===== src/rtl/spi_reg_bridge_if.sv =====
// Pin-side SPI signals and register-file strobe port of the SPI register bridge.
// The slave view belongs to the bridge; the master view drives it (SPI master plus register file).
interface spi_reg_bridge_if;
  logic       sclk;
  logic       cs_n;
  logic       mosi;
  logic       miso;
  logic       read;
  logic       write;
  logic [5:0] addr;
  logic [7:0] data_write;
  logic [7:0] data_read;

  modport slave (
    input  sclk, cs_n, mosi, data_read,
    output miso, read, write, addr, data_write
  );

  modport master (
    output sclk, cs_n, mosi, data_read,
    input  miso, read, write, addr, data_write
  );
endinterface


===== src/rtl/spi_reg_bridge.sv =====
// SPI mode-0 slave that converts 2-byte frames into single-clk read/write strobes.
// All SPI pins are oversampled in the clk domain; sclk never clocks any flop.
module spi_reg_bridge #(
  parameter int SYNC_STAGES = 2
) (
  input  logic            clk,
  input  logic            rst_n,
  spi_reg_bridge_if.slave bus
);

  localparam logic [2:0] IDLE    = 3'd0;
  localparam logic [2:0] CMD     = 3'd1;
  localparam logic [2:0] RD_REQ  = 3'd2;
  localparam logic [2:0] RD_LOAD = 3'd3;
  localparam logic [2:0] DATA    = 3'd4;
  localparam logic [2:0] DONE    = 3'd5;

  logic [SYNC_STAGES-1:0] sclk_sync_r;
  logic [SYNC_STAGES-1:0] cs_sync_r;
  logic [SYNC_STAGES-1:0] mosi_sync_r;

  logic [2:0] state_r;
  logic [2:0] bit_cnt_r;
  logic [7:0] rx_r;
  logic [7:0] tx_r;
  logic       rw_r;
  logic [5:0] addr_r;
  logic [7:0] data_write_r;
  logic       read_r;
  logic       write_r;
  logic       miso_r;

  logic sclk_rise_s;
  logic sclk_fall_s;
  logic cs_fall_s;
  logic cs_high_s;
  logic mosi_s;

  // Input synchronizer chains; the oldest two stages feed the edge detectors.
  always_ff @(posedge clk or negedge rst_n) begin
    if (!rst_n) begin
      sclk_sync_r <= '0;
      cs_sync_r   <= '0;
      mosi_sync_r <= '0;
    end else begin
      sclk_sync_r <= {sclk_sync_r[SYNC_STAGES-2:0], bus.sclk};
      cs_sync_r   <= {cs_sync_r[SYNC_STAGES-2:0], bus.cs_n};
      mosi_sync_r <= {mosi_sync_r[SYNC_STAGES-2:0], bus.mosi};
    end
  end

  assign sclk_rise_s = sclk_sync_r[SYNC_STAGES-2] & ~sclk_sync_r[SYNC_STAGES-1];
  assign sclk_fall_s = ~sclk_sync_r[SYNC_STAGES-2] & sclk_sync_r[SYNC_STAGES-1];
  // Sync regs reset low, so a frame needs a real cs_n high->low after reset.
  assign cs_fall_s   = ~cs_sync_r[SYNC_STAGES-2] & cs_sync_r[SYNC_STAGES-1];
  assign cs_high_s   = cs_sync_r[SYNC_STAGES-2];
  assign mosi_s      = mosi_sync_r[SYNC_STAGES-2];

  // Frame sequencer, shift registers and registered outputs.
  always_ff @(posedge clk or negedge rst_n) begin
    if (!rst_n) begin
      state_r      <= IDLE;
      bit_cnt_r    <= 3'd0;
      rx_r         <= 8'h00;
      tx_r         <= 8'h00;
      rw_r         <= 1'b0;
      addr_r       <= 6'h00;
      data_write_r <= 8'h00;
      read_r       <= 1'b0;
      write_r      <= 1'b0;
      miso_r       <= 1'b0;
    end else begin
      read_r  <= 1'b0;
      write_r <= 1'b0;
      if (cs_high_s) begin
        state_r   <= IDLE;
        bit_cnt_r <= 3'd0;
        miso_r    <= 1'b0;
      end else begin
        case (state_r)
          IDLE: begin
            miso_r <= 1'b0;
            if (cs_fall_s) begin
              state_r   <= CMD;
              bit_cnt_r <= 3'd0;
              rx_r      <= 8'h00;
            end
          end
          CMD: begin
            if (sclk_rise_s) begin
              rx_r      <= {rx_r[6:0], mosi_s};
              bit_cnt_r <= bit_cnt_r + 3'd1;
              if (bit_cnt_r == 3'd7) begin
                // rx_r[6] is the rw bit; rx_r[5] is the ignored bit6.
                addr_r <= {rx_r[4:0], mosi_s};
                rw_r   <= rx_r[6];
                if (rx_r[6]) begin
                  state_r <= DATA;
                end else begin
                  state_r <= RD_REQ;
                  read_r  <= 1'b1;
                end
              end
            end
          end
          RD_REQ: begin
            state_r <= RD_LOAD;
          end
          RD_LOAD: begin
            tx_r    <= bus.data_read;
            miso_r  <= bus.data_read[7];
            state_r <= DATA;
          end
          DATA: begin
            if (sclk_rise_s) begin
              rx_r      <= {rx_r[6:0], mosi_s};
              bit_cnt_r <= bit_cnt_r + 3'd1;
              if (bit_cnt_r == 3'd7) begin
                state_r <= DONE;
                miso_r  <= 1'b0;
                if (rw_r) begin
                  data_write_r <= {rx_r[6:0], mosi_s};
                  write_r      <= 1'b1;
                end
              end
            end else if (sclk_fall_s && !rw_r && (bit_cnt_r != 3'd0)) begin
              // bit_cnt_r==0 here is the fall after the last command bit.
              tx_r   <= {tx_r[6:0], 1'b0};
              miso_r <= tx_r[6];
            end
          end
          DONE: begin
            miso_r <= 1'b0;
          end
          default: begin
            state_r   <= IDLE;
            bit_cnt_r <= 3'd0;
            miso_r    <= 1'b0;
          end
        endcase
      end
    end
  end

  assign bus.miso       = miso_r;
  assign bus.read       = read_r;
  assign bus.write      = write_r;
  assign bus.addr       = addr_r;
  assign bus.data_write = data_write_r;

endmodule


===== src/flat_wrapper.sv =====
// flat-port wrapper written by rule: the top's interface ports become plain ports
module spi_reg_bridge_flat 
#(
  parameter int SYNC_STAGES = 2
)
  (clk, rst_n, bus_sclk, bus_cs_n, bus_mosi, bus_data_read, bus_miso, bus_read, bus_write, bus_addr, bus_data_write);
  spi_reg_bridge_if bus_i ();
  input  logic clk;
  input  logic rst_n;
  input wire logic [$bits(bus_i.sclk)-1:0] bus_sclk;
  input wire logic [$bits(bus_i.cs_n)-1:0] bus_cs_n;
  input wire logic [$bits(bus_i.mosi)-1:0] bus_mosi;
  input wire logic [$bits(bus_i.data_read)-1:0] bus_data_read;
  output wire logic [$bits(bus_i.miso)-1:0] bus_miso;
  output wire logic [$bits(bus_i.read)-1:0] bus_read;
  output wire logic [$bits(bus_i.write)-1:0] bus_write;
  output wire logic [$bits(bus_i.addr)-1:0] bus_addr;
  output wire logic [$bits(bus_i.data_write)-1:0] bus_data_write;
  assign bus_i.sclk = bus_sclk;
  assign bus_i.cs_n = bus_cs_n;
  assign bus_i.mosi = bus_mosi;
  assign bus_i.data_read = bus_data_read;
  assign bus_miso = bus_i.miso;
  assign bus_read = bus_i.read;
  assign bus_write = bus_i.write;
  assign bus_addr = bus_i.addr;
  assign bus_data_write = bus_i.data_write;
  spi_reg_bridge #(.SYNC_STAGES(SYNC_STAGES)) u_core (.clk(clk), .rst_n(rst_n), .bus(bus_i));
endmodule

===== config.mk =====
export PLATFORM = sky130hd
export DESIGN_NAME = spi_reg_bridge_flat
export DESIGN_NICKNAME = d
export VERILOG_FILES = /design/src/rtl/spi_reg_bridge_if.sv /design/src/rtl/spi_reg_bridge.sv /design/src/flat_wrapper.sv
export SDC_FILE = /design/constraint.sdc
export NUM_CORES = 1
export LEC_CHECK = 0
export CAP_MARGIN = 0
export CORE_MARGIN = 2
export CORE_UTILIZATION = 35
export CTS_BUF_LIST = sky130_fd_sc_hd__clkbuf_16
export CTS_CLUSTER_SIZE = 28
export DETAILED_ROUTE_END_ITERATION = 7
export GPL_ROUTABILITY_DRIVEN = 0
export SLEW_MARGIN = 0
export SYNTH_ARGS = -nofsm -noshare
export SYNTH_HDL_FRONTEND = slang
export SYNTH_SLANG_ARGS = --single-unit

===== constraint.sdc =====
create_clock -name clk -period 1.95 [get_ports clk]
set_input_delay 0.195 -clock clk [delete_from_list [all_inputs] [get_ports clk]]
set_output_delay 0.195 -clock clk [all_outputs]
set_load 0.005 [all_outputs]

==> impl_metrics.json, run 1 <==
{
  "synth_top_area_frac": 0.5385,
  "cts_buffers": 5,
  "grt_first_pass_wirelength_um": 6582,
  "syn_area_sq_um": 1998,
  "cts_tree": "done",
  "synth_warnings": 0,
  "routedWlPerCell_um": 15.35,
  "p_leak_nw": 1.165,
  "drt_iter0_drc": 96,
  "crit_fanout": 10,
  "critPathMaxStageDelay_ps": 500,
  "clock_sinks": 43,
  "dp_cells": 248,
  "total_power_mw": 2.475,
  "clock-root-buffer": "clkbuf_16",
  "final_nets": 201,
  "slew_headroom": 0.6496,
  "final_area_sq_um": 2545,
  "fin_skew_ps": 5.862,
  "tns_ps": 0,
  "drv_slew": 0,
  "final_util": 0.4622,
  "drv_cap": 0,
  "syn_nets": 164,
  "cts_setup_buffers": 0,
  "ys_ff_latch": 43,
  "vias": 1282,
  "critPathSlowestCell": "dfrtp_1",
  "synthToLayoutAreaGrowth_pct": 27.36,
  "initial_core_util": 0.3629,
  "clock_path_buffers": 2,
  "die-height_um": 79.56,
  "synth-edff-count": 0,
  "drc_errors": 0,
  "irDropWorstVdd_uv": 518.6,
  "clk_latency_ps": 280,
  "wl_um": 3945,
  "num_antenna_cells": 0,
  "port_buffers": 29,
  "final_layout_size_suffix_gt1_frac": 0.2595,
  "critPathKind": "register to register",
  "routed_via_density": 4.988,
  "setup_viol": 0,
  "final_cell_mix": "43 x dfrtp_1, 28 x clkdlybuf4s50_1, 14 x mux2_4",
  "gr-usage-all-layers": 0.1363,
  "ctsResizeCount": 0,
  "layout_setup_ws_ps": 168.8,
  "timing.final.crit_share": 0.9134,
  "synth_area_per_cell_sq_um": 13.59,
  "antenna_left": 0,
  "grt_setup_unrepaired": "false",
  "hold_violations": 0,
  "layout_commonest_cell": "dfrtp_1",
  "synth-async-reset-ratio": 1.000,
  "dieArea_sq_um": 6330,
  "grt_pass1_vias": 1300,
  "place_area_sq_um": 2366,
  "fmax_mhz": 561.4,
  "num_rows": 27,
  "timing.hold.ws_ps": 345.6,
  "cts_max_level": 2,
  "hp-class": "input port to register",
  "io_pins": 30,
  "synthTopCellsByArea": "dfrtp_1 54%, mux2_4 11%, mux2_2 7.3%",
  "finalCriticalPeriod_ps": 1781,
  "outcome": "finished, final reports clean",
  "cp.arrival_ps": 1950,
  "antenna_found_initial": 0,
  "syn_inst": 147,
  "core_area_sq_um": 5507,
  "final_cell_count_no_fill": 257,
  "die_w_um": 79.56,
  "crit_path_end_kind": "register",
  "overflow": 0,
  "crit_chain": "nor3b_4, and2_4, and4_4, mux2_4",
  "ys_types": 41,
  "n_fill_cell": 493,
  "place_ws_ps": 196.1,
  "ys.flop_type": "dfrtp_1",
  "critPathRequiredTime_ps": 2120,
  "drtPass1Iterations": 4,
  "path_clk_slew_ps": 60,
  "grt_max_degree": 44,
  "worstMarginPinSlew_ps": 525.6,
  "post-synth-top-area-cell": "dfrtp_1",
  "dp_hpwl_um": 2791,
  "seq_area_frac_synth": 0.5385,
  "power_density_nw_per_um2": 972.4,
  "start_kind": "register"
}
-- synth_stat cells (2+ instances only) --
library cell  instances
a21o_1                2
mux2i_1               2
and2b_1               2
nand4_1               2
a32oi_1               3
a32o_1                2
buf_2                 2
inv_1                 6
or3_1                 2
a22o_1                7
nand2_1               3
nand2b_1              4
mux2_4               14
nor3b_1               2
nor2_1                6
mux2_2               13
o21ai_0               2
ha_1                  4
a21oi_1               4
o211ai_1              2
dfrtp_1              43
-- worst max-delay path: cells and delay by family, from the launching register on --
kind | cells | cell delay [ps]
muxes | 1 | 320
and+or+nand+nor | 3 | 840
DFF | 1 | 500
-- path summary, 6_finish.rpt --
check,from,endpoint,slack [ps],depth (start not counted)
worst max-delay path,u_core.state_r[2],u_core.bus.data_write[7],170,4
worst min-delay path,bus_mosi,u_core.mosi_sync_r[0],350,1
worst min register to register,u_core.sclk_sync_r[0],u_core.sclk_sync_r[1],470,0
min in group asynchronous,rst_n,u_core.cs_sync_r[0],510,3
worst max register to register,u_core.state_r[2],u_core.bus.data_write[7],170,4
max in group asynchronous,rst_n,u_core.bit_cnt_r[0],1080,3
-- state kept, by name, indices dropped and copies added (netlist names) --
name and count:
u_core.bus.miso 1, u_core.bus.write 1, u_core.state_r 3, u_core.tx_r 7
u_core.rx_r 7, u_core.sclk_sync_r 2, u_core.cs_sync_r 2, u_core.bus.data_write 8
u_core.mosi_sync_r 1, u_core.rw_r 1, u_core.bus.addr 6, u_core.bit_cnt_r 3
u_core.bus.read 1
-- power by group --
| group | switching (mW) | internal [mW] |
|---|---|---|
| combinational | 0.184 | 0.243 |
| sequential | 0.0959 | 1.00 |
| clock | 0.346 | 0.604 |
-- routing by layer --
metal | part of all wire | vias up | global-route usage | wire, um
met1 | 0.47 | 643 | 0.1828 | 1857
met4 | 0.020 | 0 | 0.06724 | 78
met2 | 0.49 | 23 | 0.2143 | 1915
met3 | 0.024 | 5 | 0.02149 | 93
met5 | 0 | - | 0 | 0
li1 | - | 611 | - | -
-- logic make-up after synthesis --
family | share of synthesized area
AO/OA/AOI/OAI | 0.1065
XOR/XNOR | 0.004384
buffers and inverters | 0.03757
AND/OR/NAND/NOR | 0.09956
flip-flops | 0.5385
multiplexers | 0.1885
adder cells (fa/ha/maj) | 0.02505
-- what timing repair did --
item,in CTS,in global routing
endpoints found under the hold margin,3,0
setup endpoints to repair,0,0
hold buffers,1,0
-- cell type report --
type | instances | area (sq um) | area share
Clock inverter | 3 | 43.79 | 0.01721
Tap cell | 72 | 90.09 | 0.03540
Clock buffer | 5 | 125.1 | 0.04916
Sequential cell | 43 | 1076 | 0.4228
Multi-Input combinational cell | 92 | 847.1 | 0.3328
Inverter | 6 | 22.52 | 0.008850
Timing Repair Buffer | 36 | 340.3 | 0.1337
Power figures use the tool's default switching activity.
==> run 2, diff against run 1 <==
ABC_AREA = 1   (was default)
==> run 2 against run 1 <==
  * The run now ends with negative hold slack left
  * Final area up 0.30%
  * Die area up 4.1%
  * Worst hold slack worse by 370 ps
  * Worst setup slack better by 150 ps
  * Total power up 6.3%
  * Sequential cell count unchanged
  * Combinational power up 60%
  * Clock power down 16%
  * Synthesized cell count up 70%
  * Largest cell class unchanged
==> impl_metrics.json, run 2 <==
{
  "synthToLayoutAreaGrowth_pct": 22.45,
  "clock_sinks": 43,
  "pwr-share-clk": 0.301,
  "drt_iter0_drc": 51,
  "place_area_sq_um": 2411,
  "clk_latency_ps": 280,
  "synth_area_per_cell_sq_um": 8.338,
  "final_cell_mix": "91 x nand2_1, 43 x dfrtp_1, 28 x clkdlybuf4s50_1",
  "synth_top_area_frac": 0.5162,
  "grt_first_pass_wirelength_um": 6893,
  "cts_tree": "done",
  "critPathRequiredTime_ps": 2170,
  "clock_path_buffers": 2,
  "wl_um": 3917,
  "port_buffers": 29,
  "seq_area_frac_synth": 0.5162,
  "intPower_mw": 1.736,
  "power_density_nw_per_um2": 1031,
  "tns_ps": 0,
  "slew_headroom": 0.6419,
  "critPathKind": "register to register",
  "post-synth-top-area-cell": "dfrtp_1",
  "worstReg2RegStart": "u_core.state_r[0]",
  "synth_common_cells": "91 x nand2_1, 43 x dfrtp_1, 26 x inv_1",
  "ys_ff_latch": 43,
  "timing.final.crit_share": 0.8386,
  "finalCriticalPeriod_ps": 1635,
  "syn_inst": 250,
  "die-height_um": 81.18,
  "fin_skew_ps": 2.677,
  "ctsResizeCount": 0,
  "seq_power_share": 0.438,
  "path_clk_slew_ps": 60,
  "io_pins": 30,
  "cts_max_level": 2,
  "num_rows": 28,
  "routedWlPerCell_um": 10.94,
  "core_area_sq_um": 5851,
  "ctsHoldBuffers": 0,
  "layout_commonest_cell": "nand2_1",
  "violations": "negative hold slack",
  "irDropWorstVdd_uv": 501.4,
  "path_common_cell": "nand2_1",
  "overflow": 0,
  "met3_usage": 0.03111,
  "synth_warnings": 0,
  "drc_errors": 0,
  "worstMarginPinSlew_ps": 537.2,
  "swShare": 0.3405,
  "hold_violations": 33,
  "largest_reg_flops": 8,
  "r2r_cells": 9,
  "antenna_found_initial": 0,
  "cts_buffers": 5,
  "synth-edff-count": 0,
  "cts_setup_buffers": 0,
  "num_antenna_cells": 0,
  "busiest_layer": "met2",
  "yosysMostFrequentCell": "nand2_1",
  "outcome": "finished, violations left",
  "crit_chain": "nor2_4, nand2_4, nand2_2, nand2_2, nor2_1, inv_1, nand2_1, nand2_1, nand2_1",
  "dieArea_sq_um": 6589,
  "synthTopCellsByArea": "dfrtp_1 52%, nand2_1 16%, inv_1 4.7%",
  "grt_setup_unrepaired": "false",
  "critPathMaxStageDelay_ps": 470,
  "grt_use_met1": 0.1857,
  "final_layout_size_suffix_gt1_frac": 0.08481,
  "timing.hold.ws_ps": -28.52,
  "synth-async-reset-ratio": 1.000,
  "syn_nets": 267,
  "cp.arrival_ps": 1850,
  "crit_path_end_kind": "register",
  "grtUsageMet2": 0.2165,
  "critPathSlowestCell": "dfrtp_1",
  "comb_power_share": 0.260,
  "p_leak_nw": 1.287,
  "worstReg2RegEnd": "u_core.state_r[2]",
  "ys_types": 24,
  "drtPass1Iterations": 4,
  "initial_core_util": 0.3563,
  "hp-class": "input port to asynchronous set/reset pin",
  "clock-root-buffer": "clkbuf_16",
  "drv_cap": 0,
  "drv_slew": 0,
  "grt_max_degree": 44,
  "rrSetupSlack_ps": 310,
  "start_kind": "register",
  "ys.flop_type": "dfrtp_1",
  "die_w_um": 81.18,
  "antenna_left": 0,
  "final_area_sq_um": 2552,
  "vias": 1591,
  "setup_viol": 0,
  "syn_area_sq_um": 2084,
  "final_nets": 299,
  "crit_fanout": 11,
  "grt_pass1_vias": 1483,
  "gr-usage-all-layers": 0.1369,
  "p_switching_mw": 0.8960,
  "routed_via_density": 4.444,
  "fmax_mhz": 611.5,
  "dp_hpwl_um": 2820
}
[run 2: cell types whose count changed after synthesis, sizes merged, moves of 6 or more]
cell,change
nand2,+92
mux2,-27
inv,+23
nor2,+20
o21ai,+15
nand3,+11
a22o,-7
a21oi,+6
[run 2: final cells by class]
| cell class | count | area, sq um |
|---|---|---|
| Clock buffer | 5 | 125.1 |
| Clock inverter | 3 | 16.27 |
| Fill cell | 570 | 3298 |
| Inverter | 29 | 111.4 |
| Multi-Input combinational cell | 172 | 829.5 |
| Sequential cell | 43 | 1076 |
| Tap cell | 75 | 93.84 |
| Timing Repair Buffer | 31 | 300.3 |
[run 2: power groups by stage]
stage | Combinational (mW) | Clock, mW | Sequential [mW]
final | 0.685 | 0.793 | 1.15
after CTS | 0.696 | 0.818 | 1.15
after floorplan | 0.613 | 0 | 1.12
after global routing | 0.801 | 0.859 | 1.17
after global placement | 0.691 | 0 | 1.16
after detailed placement | 0.691 | 0 | 1.17
[run 2: cells by family (layout without fill, tap and decap cells)]
kind of cell / after synthesis / in the layout / share of synthesized area
flops: 43 / 43 / 0.5162
compound gates: 28 / 28 / 0.07203
simple gates: 140 / 140 / 0.3019
fa+ha+maj: 4 / 4 / 0.02401
buf+inv: 35 / 68 / 0.08583
[run 2: how the worst max path moves through the flow]
stage | start | endpoint | slack (ps) | cells past startpoint
after floorplan | u_core.state_r[0] | u_core.tx_r[2] | 510 | 10
after global placement | u_core.state_r[0] | u_core.tx_r[2] | 340 | 8
after detailed placement | u_core.state_r[0] | u_core.tx_r[2] | 320 | 8
after CTS | u_core.state_r[0] | u_core.tx_r[2] | 310 | 8
after global routing | u_core.state_r[2] | u_core.tx_r[2] | 140 | 8
final | u_core.state_r[0] | u_core.state_r[2] | 310 | 9
[run 2: layer usage]
layer  share of wire  wire length, um  vias up
li1                -                -      842
met4          0.0097               38        0
met3           0.044              172        2
met1            0.51             2002      713
met2            0.43             1703       34
met5               0                0        -
[run 2: per-stage QoR]
step,setup WS (ps),std cells,util,power [mW],hold WS [ps]
after global routing,142.0,358,0.4363,2.833,46.12
final,314.7,358,0.4363,2.632,-28.52
after CTS,309.1,358,0.4363,2.665,10.57
after floorplan,507.3,250,-,1.730,-100.6
after global placement,338.8,350,0.4121,1.854,307.7
after detailed placement,324.8,350,0.4121,1.858,306.6
[run 2: worst max-delay path: cells and delay by family (launching register included)]
family | cells | cell delay [ps]
and+or+nand+nor | 8 | 1000
DFF | 1 | 470
buffers and inverters | 1 | 100
